[src/rtl/tm_pkg.sv]
// Shared types and defaults for the Turing machine input conditioner.
package tm_pkg;

  // Machine phase seen by the operator: program entry, execution, stopped.
  typedef enum logic [1:0] {
    LOAD = 2'd0,
    RUN  = 2'd1,
    HALT = 2'd2
  } phase_t;

  // Switch bus width used when the top level is not overridden.
  localparam int DATA_W_DEFAULT = 4;

endpackage

[src/rtl/tm_input_conditioner_if.sv]
// Bus between the input conditioner and the Turing machine core.
interface tm_input_conditioner_if #(
  parameter int DATA_W    = tm_pkg::DATA_W_DEFAULT,
  parameter int MAX_WORDS = 64
);
  import tm_pkg::*;

  localparam int CNT_W = $clog2(MAX_WORDS + 1);

  logic [DATA_W-1:0] input_data;
  logic              Next;
  logic              Done;
  logic              Compute_done;
  phase_t            phase;
  logic [CNT_W-1:0]  word_count;
  logic              overflow;

  modport master (
    output input_data, Next, Done, phase, word_count, overflow,
    input  Compute_done
  );

  modport slave (
    input  input_data, Next, Done, phase, word_count, overflow,
    output Compute_done
  );

endinterface

[src/rtl/tm_debounce.sv]
// One button: 2-flop synchronizer, debounce counter, debounced level and
// a one-cycle press event raised the cycle after the level rises.
module tm_debounce #(
  parameter int DEBOUNCE_CYCLES = 4
) (
  input  logic clock,
  input  logic Reset_n,
  input  logic i_raw,
  output logic o_event,
  output logic o_busy
);
  localparam int CW = (DEBOUNCE_CYCLES > 1) ? $clog2(DEBOUNCE_CYCLES) : 1;
  localparam logic [CW-1:0] LAST = CW'(DEBOUNCE_CYCLES - 1);

  logic          r_sync1;
  logic          r_sync2;
  logic [CW-1:0] r_cnt;
  logic          r_level;
  logic          r_levelD;
  logic          r_event;

  // Bring the asynchronous button into the clock domain.
  always_ff @(posedge clock or negedge Reset_n) begin
    if (!Reset_n) begin
      r_sync1 <= 1'b0;
      r_sync2 <= 1'b0;
    end else begin
      r_sync1 <= i_raw;
      r_sync2 <= r_sync1;
    end
  end

  // Accept a new level only after it disagrees for a full run; a match restarts the run.
  always_ff @(posedge clock or negedge Reset_n) begin
    if (!Reset_n) begin
      r_cnt   <= '0;
      r_level <= 1'b0;
    end else if (r_sync2 != r_level) begin
      if (r_cnt == LAST) begin
        r_level <= r_sync2;
        r_cnt   <= '0;
      end else begin
        r_cnt <= r_cnt + 1'b1;
      end
    end else begin
      r_cnt <= '0;
    end
  end

  // Press event one cycle after the debounced level rises; releases give nothing.
  always_ff @(posedge clock or negedge Reset_n) begin
    if (!Reset_n) begin
      r_levelD <= 1'b0;
      r_event  <= 1'b0;
    end else begin
      r_levelD <= r_level;
      r_event  <= r_level & ~r_levelD;
    end
  end

  assign o_event = r_event;
  assign o_busy  = r_level | (r_cnt != '0);

endmodule

[src/rtl/tm_input_conditioner.sv]
// Conditions operator switches/buttons into clean strobes and stable data
// for the Turing machine, and tracks the LOAD/RUN/HALT phase.
module tm_input_conditioner
  import tm_pkg::*;
#(
  parameter int DATA_W          = DATA_W_DEFAULT,
  parameter int MAX_WORDS       = 64,
  parameter int DEBOUNCE_CYCLES = 4
) (
  input  logic              clock,
  input  logic              Reset_n,
  input  logic [DATA_W-1:0] raw_data,
  input  logic              raw_next,
  input  logic              raw_done,
  tm_input_conditioner_if.master tm_bus
);
  localparam int CNT_W = $clog2(MAX_WORDS + 1);
  localparam logic [CNT_W-1:0] MAX_COUNT = CNT_W'(MAX_WORDS);

  logic [DATA_W-1:0] r_dataSync1;
  logic [DATA_W-1:0] r_dataSync2;
  logic [DATA_W-1:0] r_inputData;
  logic              w_nextEvent;
  logic              w_nextBusy;
  logic              w_doneEvent;
  logic              w_unused_doneBusy;
  phase_t            r_phase;
  phase_t            w_phaseNext;
  logic              w_fwdNext;
  logic              w_fwdDone;
  logic              w_countInc;
  logic              w_setOvf;
  logic              r_next;
  logic              r_done;
  logic [CNT_W-1:0]  r_wordCount;
  logic              r_overflow;

  tm_debounce #(.DEBOUNCE_CYCLES(DEBOUNCE_CYCLES)) u_nextDebounce (
    .clock   (clock),
    .Reset_n (Reset_n),
    .i_raw   (raw_next),
    .o_event (w_nextEvent),
    .o_busy  (w_nextBusy)
  );

  tm_debounce #(.DEBOUNCE_CYCLES(DEBOUNCE_CYCLES)) u_doneDebounce (
    .clock   (clock),
    .Reset_n (Reset_n),
    .i_raw   (raw_done),
    .o_event (w_doneEvent),
    .o_busy  (w_unused_doneBusy)
  );

  // Synchronize switches; hold the presented word while a Next press is in flight.
  always_ff @(posedge clock or negedge Reset_n) begin
    if (!Reset_n) begin
      r_dataSync1 <= '0;
      r_dataSync2 <= '0;
      r_inputData <= '0;
    end else begin
      r_dataSync1 <= raw_data;
      r_dataSync2 <= r_dataSync1;
      if (!w_nextBusy) r_inputData <= r_dataSync2;
    end
  end

  // Phase register.
  always_ff @(posedge clock or negedge Reset_n) begin
    if (!Reset_n) r_phase <= LOAD;
    else          r_phase <= w_phaseNext;
  end

  // Phase transitions: halt wins everywhere, Done ends LOAD, HALT is sticky.
  always_comb begin
    w_phaseNext = r_phase;
    if (tm_bus.Compute_done) begin
      w_phaseNext = HALT;
    end else if (r_phase == LOAD && w_doneEvent) begin
      w_phaseNext = RUN;
    end
  end

  // Decide which button events become strobes in the current phase.
  always_comb begin
    w_fwdNext  = 1'b0;
    w_fwdDone  = 1'b0;
    w_countInc = 1'b0;
    w_setOvf   = 1'b0;
    if (!tm_bus.Compute_done) begin
      case (r_phase)
        LOAD: begin
          if (w_doneEvent) begin
            w_fwdDone = 1'b1;
          end else if (w_nextEvent) begin
            if (r_wordCount < MAX_COUNT) begin
              w_fwdNext  = 1'b1;
              w_countInc = 1'b1;
            end else begin
              w_setOvf = 1'b1;
            end
          end
        end
        RUN: w_fwdNext = w_nextEvent;
        default: ;
      endcase
    end
  end

  // Register strobes, the program word count and the sticky overflow flag.
  always_ff @(posedge clock or negedge Reset_n) begin
    if (!Reset_n) begin
      r_next      <= 1'b0;
      r_done      <= 1'b0;
      r_wordCount <= '0;
      r_overflow  <= 1'b0;
    end else begin
      r_next <= w_fwdNext;
      r_done <= w_fwdDone;
      if (w_countInc) r_wordCount <= r_wordCount + 1'b1;
      if (w_setOvf)   r_overflow  <= 1'b1;
    end
  end

  assign tm_bus.input_data = r_inputData;
  assign tm_bus.Next       = r_next;
  assign tm_bus.Done       = r_done;
  assign tm_bus.phase      = r_phase;
  assign tm_bus.word_count = r_wordCount;
  assign tm_bus.overflow   = r_overflow;

endmodule

[src/flat_wrapper.sv]
// flat-port wrapper written by rule: the top's interface ports become plain ports
module tm_input_conditioner_flat import tm_pkg::*;
#(
  parameter int DATA_W          = DATA_W_DEFAULT,
  parameter int MAX_WORDS       = 64,
  parameter int DEBOUNCE_CYCLES = 4
)
  (clock, Reset_n, raw_data, raw_next, raw_done, tm_bus_input_data, tm_bus_Next, tm_bus_Done, tm_bus_phase, tm_bus_word_count, tm_bus_overflow, tm_bus_Compute_done);
  tm_input_conditioner_if #(.DATA_W(DATA_W), .MAX_WORDS(MAX_WORDS)) tm_bus_i ();
  input  logic clock;
  input  logic Reset_n;
  input  logic [DATA_W-1:0] raw_data;
  input  logic raw_next;
  input  logic raw_done;
  output wire logic [$bits(tm_bus_i.input_data)-1:0] tm_bus_input_data;
  output wire logic [$bits(tm_bus_i.Next)-1:0] tm_bus_Next;
  output wire logic [$bits(tm_bus_i.Done)-1:0] tm_bus_Done;
  output wire logic [$bits(tm_bus_i.phase)-1:0] tm_bus_phase;
  output wire logic [$bits(tm_bus_i.word_count)-1:0] tm_bus_word_count;
  output wire logic [$bits(tm_bus_i.overflow)-1:0] tm_bus_overflow;
  input wire logic [$bits(tm_bus_i.Compute_done)-1:0] tm_bus_Compute_done;
  assign tm_bus_input_data = tm_bus_i.input_data;
  assign tm_bus_Next = tm_bus_i.Next;
  assign tm_bus_Done = tm_bus_i.Done;
  assign tm_bus_phase = tm_bus_i.phase;
  assign tm_bus_word_count = tm_bus_i.word_count;
  assign tm_bus_overflow = tm_bus_i.overflow;
  assign tm_bus_i.Compute_done = tm_bus_Compute_done;
  tm_input_conditioner #(.DATA_W(DATA_W), .MAX_WORDS(MAX_WORDS), .DEBOUNCE_CYCLES(DEBOUNCE_CYCLES)) u_core (.clock(clock), .Reset_n(Reset_n), .raw_data(raw_data), .raw_next(raw_next), .raw_done(raw_done), .tm_bus(tm_bus_i));
endmodule
[config.mk]
export PLATFORM = sky130hd
export DESIGN_NAME = tm_input_conditioner_flat
export DESIGN_NICKNAME = d
export VERILOG_FILES = /design/src/rtl/tm_pkg.sv /design/src/rtl/tm_input_conditioner_if.sv /design/src/rtl/tm_debounce.sv /design/src/rtl/tm_input_conditioner.sv /design/src/flat_wrapper.sv
export SDC_FILE = /design/constraint.sdc
export NUM_CORES = 1
export LEC_CHECK = 0
export ABC_CLOCK_PERIOD_IN_PS = 1750
export CAP_MARGIN = 20
export CORE_UTILIZATION = 50
export DETAILED_ROUTE_END_ITERATION = 7
export PLACE_DENSITY_LB_ADDON = 0.08
export SETUP_SLACK_MARGIN = 0.05
export SKIP_LAST_GASP = 1
export SYNTH_ARGS = -nofsm -noshare
export SYNTH_HDL_FRONTEND = slang
export SYNTH_SLANG_ARGS = --single-unit
[constraint.sdc]
create_clock -name clock -period 1.75 [get_ports clock]
set_clock_uncertainty 0.1 [all_clocks]
set_input_delay 0.175 -clock clock [delete_from_list [all_inputs] [get_ports clock]]
set_output_delay 0.175 -clock clock [all_outputs]
set_load 0.03 [all_outputs]
==> results of run 1 <==
## cell usage after synthesis (all sizes together)
cell type	number	area share
dfrtp	38	0.71
inv	4	0.011
xnor2	6	0.039
o21ai	1	0.0037
mux2	7	0.061
nor3b	2	0.011
nand2	2	0.011
nand2b	1	0.0047
nor2	4	0.011
and2	3	0.014
ha	4	0.037
a41o	2	0.016
nor3	1	0.0037
nand4	3	0.014
and3	1	0.0047
xor2	1	0.0065
nor2b	4	0.019
nor4b	1	0.018
nand3	1	0.0037
a21oi	1	0.0037
## sequential cells by signal, indices dropped and copies added, names as in the netlist, 2 cells and up
name and cells:
u_core.u_nextDebounce.r_cnt 2, u_core.tm_bus.phase 2, u_core.u_doneDebounce.r_cnt 2, u_core.tm_bus.input_data 4, u_core.r_dataSync1 4, u_core.r_dataSync2 4, u_core.tm_bus.word_count 7
## stage by stage
step                total power [mW]  hold WS, ns   util  area (um2)
floorplan                       1.47       -0.221      -        1350
global placement                1.65        0.139  0.653        1630
detailed placement              1.67        0.146  0.653        1630
CTS                             2.15        0.142  0.677        1690
global route                    2.23        0.134  0.681        1700
finish                          2.11        0.163  0.681        1700
## worst reg2reg max path, cell delays in order (launching register included)
cell     delay, ns
dfrtp_1       0.47
nor4b_4       0.48
nand2_4       0.10
mux2_4        0.31
## cells in the final DEF (no fill, tap or decap), types with 5 or more instances in the layout
cell type,n
clkdlybuf4s50_1,10
xnor2_1,6
dlygate4sd2_1,9
mux2_2,6
clkbuf_4,5
dfrtp_1,38
## cell type report
class                      count  area, um2
clock buffer                   7       55.1
clock inverter                 1       5.00
fill                         189        798
multi-input combinational     45        379
inverter                       4       15.0
sequential                    38        951
tap                           30       37.5
timing repair buffer          27        259
## report_power, final
part	total, mW	internal [mW]	leakage [nW]	switching, mW
logic	0.489	0.257	0.363	0.232
registers	1.15	1.05	0.474	0.107
clock network	0.465	0.195	0.0353	0.271
total	2.11	1.50	0.873	0.610
## timing repair
item / CTS / global route
hold endpoints to repair: 38 / 0
pin swaps: 0 / 0
resized for setup: 9 / 4
endpoints found under the setup margin: 9 / 4
hold buffers: 1 / 0
## cells by family after synthesis
group,count (synthesis),synth area share
mux,7,0.0614
fa+ha+maj,4,0.0372
buf+inv,4,0.0112
xor+xnor,7,0.0456
simple gates,23,0.114
compound gates,4,0.0232
flops,38,0.707
## metal layers
layer	wire length, um	track usage	vias to the layer above
met5	0	0	-
met4	27	0.0789	0
met3	130	0.0932	3
met2	931	0.247	23
met1	907	0.208	382
li1	-	-	361
## how the worst max path moves through the flow
| stage | from | end | slack, ns | depth (start not counted) |
|---|---|---|---|---|
| finish | u_core.tm_bus.input_data[1] | tm_bus_input_data[1] | 0.12 | 1 |
| global route | u_core.tm_bus.input_data[1] | tm_bus_input_data[1] | 0.06 | 1 |
| CTS | u_core.tm_bus.overflow | tm_bus_overflow | 0.07 | 1 |
| detailed placement | u_core.tm_bus.phase[0] | u_core.tm_bus.word_count[1] | 0.21 | 3 |
| global placement | tm_bus_Compute_done | u_core.tm_bus.word_count[1] | 0.24 | 5 |
| floorplan | u_core.tm_bus.phase[0] | u_core.tm_bus.word_count[1] | 0.17 | 3 |
==> metrics.md, run 1 <==
| Metric | Value |
|---|---|
| Post-synthesis cell type count | `23` |
| Area Growth Syn to Fin | `26.5%` |
| RSZ-0062 raised after global routing | `false` |
| TritonRoute pass-1 iters | `4` |
| Data required time of the worst path | `1.47 ns` |
| Vias/cell | `between 5 and 6` |
| Port bufs | `24` |
| CP delay by family, top | `buffers and inverters` |
| Initial DRC Count | `4` |
| Synth Instances | `between 80 and 90` |
| CP Data Arrival Time | `roughly 1.4 ns` |
| CP Max Fanout | `2` |
| Post-Place Cells | `about 140` |
| Reg2reg end | `u_core.tm_bus.word_count[1]` |
| Post-CTS setup buffers | `0` |
| GR Overflow Total | `0` |
| Seq/Total Area, Yosys | `0.707` |
| Worst R2R Path Depth | `3` |
| CTS clk-pin slew, worst paths | `0.11 ns` |
| Core Region | `~2500 um2` |
| FF+latch count, synth | `38` |
| Maxcap violations | `0` |
| CP max stage cell | `clkdlybuf4s50_1` |
| Worst Hold Depth | `1` |
| CTS tree | `built` |
| Initial Util | `0.538` |
| Die area | `2900 um2` |
| HP Start | `raw_done` |
| P per Cell Area | `~1200 nW/um2` |
| DRC errors left | `0` |
| Mapped Avg Cell Area | `about 15 um2` |
| CP Class | `reg -> out` |
| Die width | `roughly 54 um` |
| Drt total wl | `2000 um` |
| RR Startpoint | `u_core.tm_bus.phase[0]` |
| First-pass GRT wire length | `~3200 um` |
| Setup slack after layout | `0.122 ns` |
| Io pins | `25` |
| Pins Over Slew Limit | `0` |
| Setup WS pre-CTS | `0.208 ns` |
| Synthesized cell area | `1350 um2` |
| Lkg Pwr | `roughly 0.87 nW` |
| Htree depth | `2` |
| Worst path cell trace | `clkdlybuf4s50_1` |
| Crit start category | `flip-flop` |
| Max VDD drop | `about 0.00098 V` |
| Clock sink total | `38` |
| Max-Slew Margin vs Limit | `0.700` |
| CP Buf/Inv Count | `1` |
| Hpwl dp | `between 1000 and 1500 um` |
| Initial antenna violation count | `0` |
| Class of the worst hold path | `in -> reg` |
| Outcome | `completed` |
| Ant. Diodes | `0` |
| Min cycle time layout | `roughly 1.6 ns` |
| Vias in the first global route | `between 700 and 800` |
| Largest net degree at the start of global routing | `39` |
| Avg WL per Cell | `around 13 um` |
| Fraction of layout cells with a size suffix above 1 | `0.164` |
| Final hold violations | `0` |
| Clock buffer count from CTS | `5` |
| Final setup vio count | `0` |
| Via Count | `~770` |
| Synth Warn # | `0` |
| Worst R2R Setup Slack | `0.19 ns` |
| Die Ht | `around 54 um` |
| Worst-Margin Slew | `between 0.4 and 0.5 ns` |
| Row count | `18` |
| Max clock buf depth | `2` |
| Worst Hold End | `u_core.u_doneDebounce.r_sync1` |
| CP Capture Type | `output port` |
| Tcrit/Tclk final | `0.930` |
| Latest clock arrival within the worst-skew pair | `~0.34 ns` |
| Setup TNS | `0 ns` |
| Routed Antenna Nets | `0` |
| All-Layer GR Usage | `0.171` |
| Worst path max stage delay | `between 0.6 and 0.7 ns` |
| Final std cells w/o fill | `between 150 and 200` |
| Fmax achieved | `between 0.6 and 0.7 GHz` |
| GPL Wtd Cong | `between 0.7 and 0.8` |
| Nets | `134` |
| Syn nets | `100` |
| Root buf cell | `clkbuf_4` |
No activity file was read; power rests on OpenSTA's default activity.
==> inputs of run 2 (changes only) <==
--- a/config.mk
+++ b/config.mk
@@ -5,6 +5,7 @@
 export SDC_FILE = /design/constraint.sdc
 export NUM_CORES = 1
 export LEC_CHECK = 0
+export ABC_AREA = 1
 export ABC_CLOCK_PERIOD_IN_PS = 1750
 export CAP_MARGIN = 20
 export CORE_UTILIZATION = 50
==> metrics.md, run 2 <==
| Metric | Value |
|---|---|
| Worst-Margin Slew | `0.461 ns (+0.0134 ns)` |
| Setup WS pre-CTS | `0.178 ns (-0.0295 ns)` |
| Asr flop ratio synth | `1.00 (unchanged)` |
| FF+latch area | `951 um2 (unchanged)` |
| Max FFs per register | `7 (unchanged)` |
| Core Region | `2540 um2 (+1.8%)` |
| Overall power | `2.24 mW (+6.1%)` |
| Lkg Pwr | `0.913 nW (+4.6%)` |
| Mux contribution to synthesized area | `0 (-0.0614)` |
| Fmax achieved | `0.612 GHz (-0.38%)` |
| Max-Slew Margin vs Limit | `0.692 (-0.00767)` |
| CP max stage cell | `clkdlybuf4s50_1` |
| Final hold violations | `0 (unchanged)` |
| Largest net degree at the start of global routing | `21 (-46%)` |
| Die width | `54.5 um (+1.2%)` |
| CP Class | `reg -> out` |
| Clock buffer count from CTS | `5 (unchanged)` |
| Largest family of logic cells by synthesized area | `simple AND/OR/NAND/NOR gates` |
| Outcome | `completed` |
| Setup slack after layout | `0.115 ns (-0.00629 ns)` |
| Vias in the first global route | `920 (+23%)` |
| Drt total wl | `2370 um (+19%)` |
| Initial Util | `0.542 (+0.00424)` |
| Most common library cells after synthesis | `dfrtp_1 (38), nand2_1 (38), inv_1 (15)` |
| Area Growth Syn to Fin | `27.7%` |
| Die Ht | `54.5 um (+1.2%)` |
| Cell Area, Placed | `1670 um2 (+2.2%)` |
| Hold WS | `0.155 ns (-0.00808 ns)` |
| Max VDD drop | `0.000988 V (+0.90%)` |
| RSZ-0062 raised after global routing | `false` |
| Vias/cell | `4.91 (-3.0%)` |
| Die area | `2970 um2 (+2.5%)` |
| Simple-Gate Fraction of Synth Area | `0.182 (+0.0678)` |
| Worst path cell trace | `clkdlybuf4s50_1` |
| GPL Wtd Cong | `0.679 (-11%)` |
| HP Start | `raw_data[0]` |
| Worst path max stage delay | `0.66 ns (about the same)` |
| Via Count | `942 (+22%)` |
| Clock sink total | `38 (unchanged)` |
| GR Overflow Total | `0 (unchanged)` |
| CP Data Arrival Time | `1.36 ns (about the same)` |
| Nets | `175 (+31%)` |
| First-pass GRT wire length | `3940 um (+21%)` |
| Routed Antenna Nets | `0 (unchanged)` |
| Maxcap violations | `0 (unchanged)` |
| CTS tree | `built` |
| RR Startpoint | `u_core.tm_bus.word_count[0]` |
| Htree depth | `2 (unchanged)` |
| Post-Synth XOR/XNOR Area | `0.0127 (-0.0329)` |
| All-Layer GR Usage | `0.202 (+0.0310)` |
| Most frequent cells in the layout | `nand2_1 (38), dfrtp_1 (38), inv_1 (15)` |
| CP Capture Type | `output port` |
| Fraction of layout cells with a size suffix above 1 | `0.0741 (-0.0899)` |
| Setup TNS | `0 ns (unchanged)` |
| Worst Hold Depth | `1 (unchanged)` |
| Leading area contributor after synthesis | `dfrtp_1` |
| Initial DRC Count | `12 (+8)` |
| Top post-synthesis cells by area | `dfrtp_1 (69%), nand2_1 (10%), inv_1 (4.1%), ha_1 (3.6%), nand3_1 (2.5%)` |
| DRC errors left | `0 (unchanged)` |
| Area of the multi-input gates | `362 um2 (-4.6%)` |
| Seq/Total Area, Yosys | `0.689 (-0.0179)` |
| Synthesized cell area | `1380 um2 (+2.6%)` |
| Worst R2R Setup Slack | `0.42 ns (+0.23 ns)` |
| Number of synthesized flops with an enable pin | `0 (unchanged)` |
| Initial antenna violation count | `0 (unchanged)` |
| CP Buf/Inv Count | `1 (unchanged)` |
| Port bufs | `24 (unchanged)` |
| Syn nets | `142 (+42%)` |
| Yosys top cell area share | `0.689 (-0.0179)` |
| Synth Instances | `129 (+48%)` |
| CTS clk-pin slew, worst paths | `0.11 ns (about the same)` |
| Fin util | `0.693 (+0.0120)` |
| Avg WL per Cell | `12.4 um (-5.9%)` |
| Main synth FF type | `dfrtp_1` |
| CP delay by family, top | `buffers and inverters` |
| Class of the worst hold path | `in -> reg` |
| Reg2reg end | `u_core.tm_bus.word_count[4]` |
| Crit start category | `flip-flop` |
| Latest clock arrival within the worst-skew pair | `0.34 ns (about the same)` |
| Data required time of the worst path | `1.47 ns (about the same)` |
| TritonRoute pass-1 iters | `4 (unchanged)` |
| Synth Warn # | `0 (unchanged)` |
| Root buf cell | `clkbuf_4` |
| Mapped Avg Cell Area | `10.7 um2 (-31%)` |
| Final setup vio count | `0 (unchanged)` |
| Pins Over Slew Limit | `0 (unchanged)` |
| Ant. Diodes | `0 (unchanged)` |
| Min cycle time layout | `1.63 ns (+0.00629 ns)` |
| P per Cell Area | `1270 nW/um2 (+2.4%)` |
| Tcrit/Tclk final | `0.934 (+0.00360)` |
| Max clock buf depth | `2 (unchanged)` |
| Row count | `18 (unchanged)` |
| Post-Place Cells | `184 (+29%)` |
| Final std cells w/o fill | `192 (+26%)` |
| FF+latch count, synth | `38 (unchanged)` |
| Hpwl dp | `1630 um (+17%)` |
| Fill cell count | `203 (+7.4%)` |
| Post-synthesis cell type count | `14 (-39%)` |
| Worst R2R Path Depth | `6 (+3)` |
| Compound-gate portion of the synthesized area | `0.0308 (+0.00757)` |
| Worst Hold End | `u_core.r_dataSync1[0]` |
| CP Max Fanout | `2 (unchanged)` |
| Final instance area | `1760 um2 (+3.6%)` |
| Io pins | `25 (unchanged)` |
| Post-synthesis adder-cell area fraction | `0.0363 (-0.000945)` |
-- run 2: final cells by class --
| class | count | share of cell area |
|---|---|---|
| timing repair buffer | 27 | 0.156 |
| multi-input combinational | 75 | 0.205 |
| tap | 30 | 0.0213 |
| clock buffer | 6 | 0.0291 |
| inverter | 15 | 0.0319 |
| clock inverter | 1 | 0.0170 |
| sequential | 38 | 0.539 |
-- run 2: what timing repair did --
item / 4_1_cts / 5_1_grt
setup buffers: 0 / 0
hold endpoints to repair: 19 / 0
setup endpoints to repair: 8 / 5
hold buffers: 1 / 0
resized for setup: 8 / 5
-- run 2: report_power, final --
part	switching, mW	internal [mW]	leakage [nW]
clock	0.274	0.333	0.0443
combinational	0.303	0.201	0.402
sequential	0.0860	1.04	0.466
total	0.663	1.57	0.913
-- run 2: how the worst max path moves through the flow --
stage          depth (start not counted)  slack [ns]                     endpoint                        start
5_1_grt                                1        0.06                  tm_bus_Done           u_core.tm_bus.Done
6_report                               1        0.12         tm_bus_input_data[2]  u_core.tm_bus.input_data[2]
3_3_place_gp                           8        0.23  u_core.tm_bus.word_count[2]          tm_bus_Compute_done
3_5_place_dp                           8        0.18  u_core.tm_bus.word_count[2]          tm_bus_Compute_done
4_1_cts                                1        0.07         tm_bus_word_count[6]  u_core.tm_bus.word_count[6]
2_1_floorplan                          6        0.36  u_core.tm_bus.word_count[4]  u_core.tm_bus.word_count[0]
-- run 2: per-layer routing --
layer | share of wire | GRT usage
met5 | 0 | 0
met1 | 0.45 | 0.237
met2 | 0.48 | 0.325
met4 | 0.026 | 0.120
met3 | 0.042 | 0.0611
-- run 2: cells by family (layout without fill, tap and decap cells) --
group,count (synthesis),in the layout
simple gates,61,61
flops,38,38
buf+inv,16,49
compound gates,8,8
fa+ha+maj,4,4
xor+xnor,2,2
==> inputs of run 3 (changes only) <==
--- a/config.mk
+++ b/config.mk
@@ -10,7 +10,7 @@
 export CAP_MARGIN = 20
 export CORE_UTILIZATION = 50
 export DETAILED_ROUTE_END_ITERATION = 7
-export PLACE_DENSITY_LB_ADDON = 0.08
+export PLACE_DENSITY = 0.75
 export SETUP_SLACK_MARGIN = 0.05
 export SKIP_LAST_GASP = 1
 export SYNTH_ARGS = -nofsm -noshare
==> metrics.md, run 3 (synthesis gave the netlist of run 2 again) <==
| Metric | Value |
|---|---|
| Final setup vio count | `0 (unchanged)` |
| Worst R2R Path Depth | `6 (unchanged)` |
| CTS tree | `built` |
| Die area | `2970 um2 (unchanged)` |
| Ant. Diodes | `0 (unchanged)` |
| Clock sink total | `38 (unchanged)` |
| Class of the worst hold path | `in -> reg` |
| Worst Hold Depth | `1 (unchanged)` |
| Fill cell count | `197 (-3.0%)` |
| DRC errors left | `0 (unchanged)` |
| Largest net degree at the start of global routing | `39 (+86%)` |
| Max FFs per register | `7 (unchanged)` |
| Fmax achieved | `0.609 GHz (-0.42%)` |
| CP Buf/Inv Count | `1 (unchanged)` |
| GR Overflow Total | `0 (unchanged)` |
| Max VDD drop | `0.00113 V (+14%)` |
| Initial Util | `0.542 (unchanged)` |
| Min cycle time layout | `1.64 ns (+0.00697 ns)` |
| Core Region | `2540 um2 (unchanged)` |
| Max clock buf depth | `2 (unchanged)` |
| Latest clock arrival within the worst-skew pair | `0.34 ns (about the same)` |
| CP Max Fanout | `2 (unchanged)` |
| First-pass GRT wire length | `3440 um (-13%)` |
| Pins Over Slew Limit | `0 (unchanged)` |
| Row count | `18 (unchanged)` |
| CP max stage cell | `clkdlybuf4s50_1` |
| Vias in the first global route | `858 (-6.7%)` |
| Htree depth | `2 (unchanged)` |
| Most frequent cells in the layout | `nand2_1 (38), dfrtp_1 (38), inv_1 (15)` |
| Die Ht | `54.5 um (unchanged)` |
| CTS clk-pin slew, worst paths | `0.11 ns (about the same)` |
| TritonRoute pass-1 iters | `4 (unchanged)` |
| Maxcap violations | `0 (unchanged)` |
| Die width | `54.5 um (unchanged)` |
| Initial antenna violation count | `0 (unchanged)` |
| Outcome | `completed` |
| Io pins | `25 (unchanged)` |
| CP Data Arrival Time | `1.37 ns (about the same)` |
| Nets | `175 (unchanged)` |
| Worst path max stage delay | `0.67 ns (about the same)` |
| Port bufs | `24 (unchanged)` |
| Avg WL per Cell | `10.6 um (-14%)` |
| CP Capture Point | `tm_bus_input_data[2]` |
| Worst-Margin Slew | `0.325 ns (-0.136 ns)` |
| Clock buffer count from CTS | `5 (unchanged)` |
| Overall power | `2.20 mW (-1.7%)` |
| Reg2reg end | `u_core.tm_bus.word_count[4]` |
| WP depth | `1 (unchanged)` |
| Worst R2R Setup Slack | `0.46 ns (+0.04 ns)` |
| Initial DRC Count | `17 (+5)` |
| Tcrit/Tclk final | `0.938 (+0.00398)` |
| CP Class | `reg -> out` |
| Lkg Pwr | `0.873 nW (-4.4%)` |
| Routed Antenna Nets | `0 (unchanged)` |
| Final hold violations | `0 (unchanged)` |
| Vias/cell | `4.85 (-1.2%)` |
| Hpwl dp | `1530 um (-5.8%)` |
| Max-Slew Margin vs Limit | `0.784 (+0.0916)` |
| Data required time of the worst path | `1.47 ns (about the same)` |
| Fraction of layout cells with a size suffix above 1 | `0.0798 (+0.00568)` |
| P per Cell Area | `1250 nW/um2 (-1.4%)` |
| Crit start category | `flip-flop` |
| Crit. Startpoint | `u_core.tm_bus.input_data[2]` |
| All-Layer GR Usage | `0.175 (-0.0266)` |
| CP delay by family, top | `buffers and inverters` |
| Drt total wl | `2050 um (-14%)` |
| RSZ-0062 raised after global routing | `false` |
| CP Capture Type | `output port` |
| GPL Wtd Cong | `0.716 (+5.5%)` |
| Root buf cell | `clkbuf_4` |
| Worst path cell trace | `clkdlybuf4s50_1` |
| Via Count | `936 (-0.64%)` |
| Setup TNS | `0 ns (unchanged)` |
| RR Startpoint | `u_core.tm_bus.word_count[0]` |
| Area Growth Syn to Fin | `27.3%` |
[run 3: cell types whose count changed in the layout (fill, tap and decap cells not counted)]
cell,change
clkinvlp_4,+2
dlymetal6s2s_1,-3
clkbuf_8,-1
clkdlybuf4s50_1,+3
[run 3: final cells by class]
class / instances / area [um2] / area share
well taps: 30 / 37.5 / 0.0214
multi-input cells: 75 / 362 / 0.206
repair buffers: 27 / 268 / 0.152
flip-flops and latches: 38 / 951 / 0.541
inverters: 15 / 56.3 / 0.0321
clock inverters: 3 / 45.0 / 0.0256
clock buffers: 5 / 37.5 / 0.0214
[run 3: power breakdown]
part / total [mW] / switching, mW / leakage, nW / internal [mW]
Clock: 0.578 / 0.279 / 0.0374 / 0.300
Sequential: 1.12 / 0.0846 / 0.466 / 1.04
Combinational: 0.496 / 0.291 / 0.369 / 0.205
[run 3: how the worst min path moves through the flow]
stage,start,slack [ns],endpoint
2_1_floorplan,Reset_n,-0.22,u_core.r_dataSync1[0]
3_3_place_gp,Reset_n,0.05,u_core.tm_bus.Done
3_5_place_dp,Reset_n,0.05,u_core.tm_bus.phase[0]
4_1_cts,raw_data[2],0.14,u_core.r_dataSync1[2]
5_1_grt,raw_next,0.14,u_core.u_nextDebounce.r_sync1
6_report,raw_data[1],0.16,u_core.r_dataSync1[1]
[run 3: through the flow]
| stage | instance area [um2] | hold WS [ns] | utilization | std cells | worst slack (ns) |
|---|---|---|---|---|---|
| after floorplan | 1380 | -0.221 | - | 129 | 0.362 |
| after global placement | 1670 | 0.0494 | 0.656 | 184 | 0.239 |
| after detailed placement | 1670 | 0.0488 | 0.656 | 184 | 0.196 |
| after CTS | 1750 | 0.145 | 0.688 | 193 | 0.0679 |
| after global routing | 1760 | 0.140 | 0.690 | 193 | 0.0608 |
| final | 1760 | 0.162 | 0.690 | 193 | 0.108 |
[run 3: per-layer routing]
metal | wire [um] | vias to the layer above | GRT usage
met5 | 0 | - | 0
met3 | 117 | 6 | 0.0750
met4 | 36 | 0 | 0.0769
met2 | 1030 | 23 | 0.303
li1 | - | 465 | -
met1 | 867 | 442 | 0.185
[run 3: repair_timing]
action,CTS,global route
hold endpoints to repair,38,0
hold buffers,1,0
gates resized for setup,8,2
setup endpoints to repair,8,2
buffers inserted,0,0
